==> src/rtl/pipeline_stall_controller_pkg.sv <==
// Shared definitions for the pipeline stall controller.
//   state_t      : controller FSM encoding (RUN / MEM_WAIT)
//   CNT_W_DEF    : default width of the statistics counters
//   cnt_width()  : bits needed to hold 0..max
package pipeline_stall_controller_pkg;

    typedef enum logic {
        ST_RUN      = 1'b0,
        ST_MEM_WAIT = 1'b1
    } state_t;

    localparam int CNT_W_DEF = 16;

    function automatic int cnt_width(input int max);
        return (max < 1) ? 1 : $clog2(max + 1);
    endfunction

endpackage

==> src/rtl/pipeline_stall_controller_sat.sv <==
// Saturating up-counter: holds at all-ones instead of wrapping.
//   clk  in  clock
//   rst  in  synchronous active-high reset
//   clr  in  synchronous clear, wins over inc
//   inc  in  count enable
//   cnt  out current count
module sat_counter #(
    parameter int W = 8
) (
    input  logic         clk,
    input  logic         rst,
    input  logic         clr,
    input  logic         inc,
    output logic [W-1:0] cnt
);

    always_ff @(posedge clk) begin
        if (rst || clr)
            cnt <= '0;
        else if (inc && (cnt != '1))
            cnt <= cnt + W'(1);
    end

endmodule

==> src/rtl/pipeline_stall_controller.sv <==
// Pipeline freeze/flush controller. Decodes memory-wait, taken-branch and
// hazard conditions into per-register freeze/flush controls with 0-cycle
// latency, tracks memory-wait and hazard-stall durations for watchdog flags
// and keeps saturating stall/flush statistics.
//   clk, rst                       clock, synchronous active-high reset
//   hazard_detected, branch_taken  ID hazard, EXE taken branch
//   mem_req, sram_ready            MEM-stage access and its completion
//   clr_stats                      clear stall_cycles / flush_count
//   *_freeze, *_flush, mem_wb_bubble  pipeline register controls
//   mem_wait                       registered: FSM in MEM_WAIT
//   mem_timeout, hazard_deadlock   sticky watchdog errors (cleared by rst)
//   stall_cycles, flush_count      saturating statistics
module pipeline_stall_controller
    import pipeline_stall_controller_pkg::*;
#(
    parameter int CNT_W       = CNT_W_DEF,
    parameter int MEM_TIMEOUT = 255,
    parameter int MAX_HAZARD  = 4
) (
    input  logic             clk,
    input  logic             rst,
    input  logic             hazard_detected,
    input  logic             branch_taken,
    input  logic             mem_req,
    input  logic             sram_ready,
    input  logic             clr_stats,
    output logic             pc_freeze,
    output logic             if_id_freeze,
    output logic             if_id_flush,
    output logic             id_exe_freeze,
    output logic             id_exe_flush,
    output logic             exe_mem_freeze,
    output logic             mem_wb_bubble,
    output logic             mem_wait,
    output logic             mem_timeout,
    output logic             hazard_deadlock,
    output logic [CNT_W-1:0] stall_cycles,
    output logic [CNT_W-1:0] flush_count
);

    localparam int WT_W = cnt_width(MEM_TIMEOUT);
    localparam int HZ_W = cnt_width(MAX_HAZARD);

    state_t          state, state_next;
    logic            mem_busy, hazard_act;
    logic [WT_W-1:0] wait_cnt;
    logic [HZ_W-1:0] haz_cnt;

    assign mem_busy = mem_req & ~sram_ready;
    // Hazard only stalls when neither a memory wait nor a taken branch outranks it.
    assign hazard_act = ~rst & ~mem_busy & ~branch_taken & hazard_detected;
    assign mem_wait = (state == ST_MEM_WAIT);

    always_ff @(posedge clk) begin
        if (rst) state <= ST_RUN;
        else     state <= state_next;
    end

    always_comb begin
        state_next     = state;
        pc_freeze      = 1'b0;
        if_id_freeze   = 1'b0;
        if_id_flush    = 1'b0;
        id_exe_freeze  = 1'b0;
        id_exe_flush   = 1'b0;
        exe_mem_freeze = 1'b0;
        mem_wb_bubble  = 1'b0;

        case (state)
            ST_RUN:      if (mem_busy)  state_next = ST_MEM_WAIT;
            ST_MEM_WAIT: if (!mem_busy) state_next = ST_RUN;
            default:     state_next = ST_RUN;
        endcase

        // Release cycle out of MEM_WAIT decodes exactly like RUN, so the
        // controls depend only on the current inputs.
        if (!rst) begin
            if (mem_busy) begin
                // Branch/hazard stay latched in the frozen registers and are
                // re-evaluated once memory releases.
                pc_freeze      = 1'b1;
                if_id_freeze   = 1'b1;
                id_exe_freeze  = 1'b1;
                exe_mem_freeze = 1'b1;
                mem_wb_bubble  = 1'b1;
            end else if (branch_taken) begin
                // Hazarding instruction is flushed anyway, so no stall.
                if_id_flush  = 1'b1;
                id_exe_flush = 1'b1;
            end else if (hazard_detected) begin
                pc_freeze    = 1'b1;
                if_id_freeze = 1'b1;
                id_exe_flush = 1'b1;
            end
        end
    end

    // Flags are set on the edge where the counter reaches its limit.
    always_ff @(posedge clk) begin
        if (rst) begin
            mem_timeout     <= 1'b0;
            hazard_deadlock <= 1'b0;
        end else begin
            if (state == ST_MEM_WAIT && wait_cnt >= WT_W'(MEM_TIMEOUT - 1))
                mem_timeout <= 1'b1;
            if (hazard_act && haz_cnt >= HZ_W'(MAX_HAZARD - 1))
                hazard_deadlock <= 1'b1;
        end
    end

    sat_counter #(.W(WT_W)) u_wait_cnt (
        .clk(clk), .rst(rst),
        .clr(state == ST_RUN), .inc(state == ST_MEM_WAIT),
        .cnt(wait_cnt)
    );

    // A memory wait neither advances nor clears the hazard run length.
    sat_counter #(.W(HZ_W)) u_haz_cnt (
        .clk(clk), .rst(rst),
        .clr(~hazard_act & ~mem_busy), .inc(hazard_act),
        .cnt(haz_cnt)
    );

    sat_counter #(.W(CNT_W)) u_stall_cycles (
        .clk(clk), .rst(rst),
        .clr(clr_stats), .inc(pc_freeze),
        .cnt(stall_cycles)
    );

    sat_counter #(.W(CNT_W)) u_flush_count (
        .clk(clk), .rst(rst),
        .clr(clr_stats), .inc(if_id_flush),
        .cnt(flush_count)
    );

endmodule

==> config.mk <==
export PLATFORM = sky130hd
export DESIGN_NAME = pipeline_stall_controller
export DESIGN_NICKNAME = d
export VERILOG_FILES = /design/src/rtl/pipeline_stall_controller_pkg.sv /design/src/rtl/pipeline_stall_controller_sat.sv /design/src/rtl/pipeline_stall_controller.sv
export SDC_FILE = /design/constraint.sdc
export NUM_CORES = 1
export LEC_CHECK = 0
export CAP_MARGIN = 15
export CORE_MARGIN = 5
export CORE_UTILIZATION = 50
export DETAILED_ROUTE_END_ITERATION = 10
export PLACE_DENSITY = 0.78
export REMOVE_ABC_BUFFERS = 1
export SYNTH_ARGS = -nofsm -noshare
export SYNTH_HDL_FRONTEND = slang
export SYNTH_HIERARCHICAL = 1
export SYNTH_SLANG_ARGS = --single-unit
export TNS_END_PERCENT = 1
==> constraint.sdc <==
create_clock -name clk -period 3.3 [get_ports clk]
set_clock_uncertainty 0.05 [all_clocks]
set_input_delay 0.825 -clock clk [delete_from_list [all_inputs] [get_ports clk]]
set_output_delay 0.825 -clock clk [all_outputs]
set_load 0.02 [all_outputs]
==> impl_metrics.ini <==
[detailed_routing]
wl_per_cell_um = 14.03
drt_pre_antenna_iters = 4
routed_wl_mm = 5.612
vias = 2330
drtAntennaViolNets = 0
drtIter0Drc = 83
drc = 0
vias_per_cell = 5.825

[die]
fp.dieH_um = 80.16
initial_core_util_pct = 51.76
num_rows = 25
dieArea_um2 = 6426
die_w_um = 80.16
core_area_um2 = 4755
io-pin-count = 49

[worst_setup_path]
worst_setup_path_end_kind = output pin
cp.arrival_ps = 2340
crit_path_max_incr_delay_ps = 470
worstPathRequired_ps = 2420
crit_fanout = 3
worstSetupStartpointType = input pin
crit_slowest_cell = clkdlybuf4s50_1
crit_chain = clkdlybuf4s50_1, or3b_2, o21ai_0, buf_4, dlygate4sd2_1
crit_type = in -> out

[clocking]
cts_root_buf = clkbuf_8
htree_levels = 2
clockBufferDepth = 2
clock_latency_ps = 300
cts_made_buffers = 5
clock_sinks = 46
path_clk_slew_ps = 90
cts_tree = done
hold_buffers = 0

[power_and_ir_drop]
switchingPower_w = 0.0002382
p_leak_nw = 1.152
total_power_w = 0.0009756
p_seq_share_pct = 57.3
clkPwrFrac_pct = 35.5
cellPowerDensity_nw_per_um2 = 310.1
ir_drop_mv = 0.1749
internal_power_w = 0.0007374
pwr-share-comb_pct = 7.2
power.share.switching_pct = 24.42

[flow_run]
maxCapViolCount = 0

[global_route]
grt_util_met3_pct = 4.821
grt_max_degree = 19
gr-usage-met1_pct = 22.91
grt_pass1_vias = 2197
grt-ovfl-total = 0
grt_use_total_pct = 18.36
antenna_found_initial = 0
grt_use_met2_pct = 30.46
grt_busiest_layer = met2
grt_pass1_wl_mm = 9.660

[finish]
drive_gt1_share_pct = 12.61
mostFrequentLayoutCells = 46 x dfxtp_1, 42 x clkdlybuf4s50_1, 26 x a21oi_1
final_nets = 344
mostFrequentLayoutCell = dfxtp_1
diodes = 0
syn2layout_area_growth_pct = 27.81
finalNonFillerCells = 400
utilization_pct = 66.16

[placement]
dp.cells = 392
dp_hpwl_mm = 4.116
place_congestion = 0.8136
dpl_worst_slack_ps = -188.7
port_buffers = 48

[timing]
period_needed_ps = 3215
whs_ps = 419.9
timing.fmax_mhz = 311.0
relSlewSlack_pct = 57.83
slew_viol_final = 0
setup_violations = 0
hold_viol_final = 0
worst_pin_slew_ps = 627.3
rsz0062_at_grt = no
final.period_utilization_pct = 97.43
setup_ws_ps = 84.87

[logic_synthesis]
syn_inst = 275
ys_ff_latch = 46
synthArstFlopShare_pct = 0
yosysTopAreaCell = dfxtp_1
syn_area_um2 = 2461
synth_area_per_cell_um2 = 8.949
synth.top_cell.area_share_pct = 37.42
ys_warn_count = 6
synth_edf_count = 0
synth_sequential_area_ratio_pct = 37.42
synth.area.top_cells = dfxtp_1 37%, a21oi_1 5.3%, and4_1 3.9%
ys.flop_type = dfxtp_1
yosysUniqueCellTypes = 47

[worst_hold_path]
hold_class = reg -> reg

[status]
status = finished clean
-- stage by stage --
step | cell area (um2) | TNS [ps]
after floorplan | 2409 | -1592
after CTS | 3146 | 0
after global routing | 3146 | 0
after global placement | 3063 | -387.0
final | 3146 | 0
after detailed placement | 3063 | -648.7
-- cell type report --
cell class,instances,area [um2]
fillers,428,1609
multi-input cells,214,1469
flip-flops and latches,46,920.9
repair buffers,60,563.0
well taps,67,83.83
clock buffers,5,68.82
clock inverters,3,21.27
inverters,5,18.77
-- power by group through the flow --
stage                     combinational [W]  clock, W  sequential, W
final                             0.0000704  0.000346       0.000559
after global routing              0.0000758  0.000384       0.000560
after CTS                         0.0000714  0.000358       0.000559
after detailed placement          0.0000739         0       0.000572
after global placement            0.0000726         0       0.000572
after floorplan                   0.0000325         0       0.000573
-- cells in the mapped netlist, drive strengths merged, types with 4 or more instances --
cell type  count
xor2           4
o21ai         12
nand2         19
and2           6
nor3           6
a31oi          6
or3           13
a21oi         26
clkbuf         6
nor2          19
mux2i          6
or4            9
nand4         16
a41o           8
buf            4
and4          12
and3           4
inv            5
dfxtp         46
o31ai          6
ha             5
nand3         12
-- cell families (layout without fill, tap and decap cells) --
| kind of cell | Yosys count | count (layout) | synth area share, % |
|---|---|---|---|
| buf+inv | 15 | 73 | 2.897 |
| compound gates | 67 | 67 | 18.20 |
| flops | 46 | 46 | 37.42 |
| xor+xnor | 7 | 7 | 2.491 |
| mux | 6 | 6 | 2.440 |
| simple gates | 129 | 129 | 34.01 |
| fa+ha+maj | 5 | 5 | 2.542 |
-- critical path: cells and delay by family --
family,cells,cell delay (ps)
compound gates,1,100
buf+inv,3,950
simple gates,1,460
-- sequential cells by signal, summed over array words and instances, names as in the netlist --
register and count:
mem_timeout 1, u_haz_cnt/cnt 3, u_flush_count/cnt 16, hazard_deadlock 1, u_wait_cnt/cnt 8, u_stall_cycles/cnt 16, mem_wait 1
-- layer usage --
layer | part of all wire (%) | wire length [um]
met3 | 3.8 | 215
met4 | 0.93 | 52
met2 | 48 | 2710
met5 | 0 | 0
met1 | 47 | 2634
-- path summary, 6_finish.rpt --
| check | start | end | cells after the start | slack, ps |
|---|---|---|---|---|
| setup / recovery | hazard_detected | if_id_freeze | 5 | 80 |
| hold / removal | hazard_deadlock | hazard_deadlock | 2 | 420 |
| setup reg to reg | u_flush_count/cnt[0] | u_flush_count/cnt[9] | 5 | 1400 |
| hold reg to reg | hazard_deadlock | hazard_deadlock | 2 | 420 |
-- what timing repair did --
action | 4_1_cts | 5_1_grt
resized for setup | 6 | 0
endpoints found under the setup margin | 6 | 0
buffers inserted | 0 | 0
Note: power is estimated with default switching activity, not from simulation.
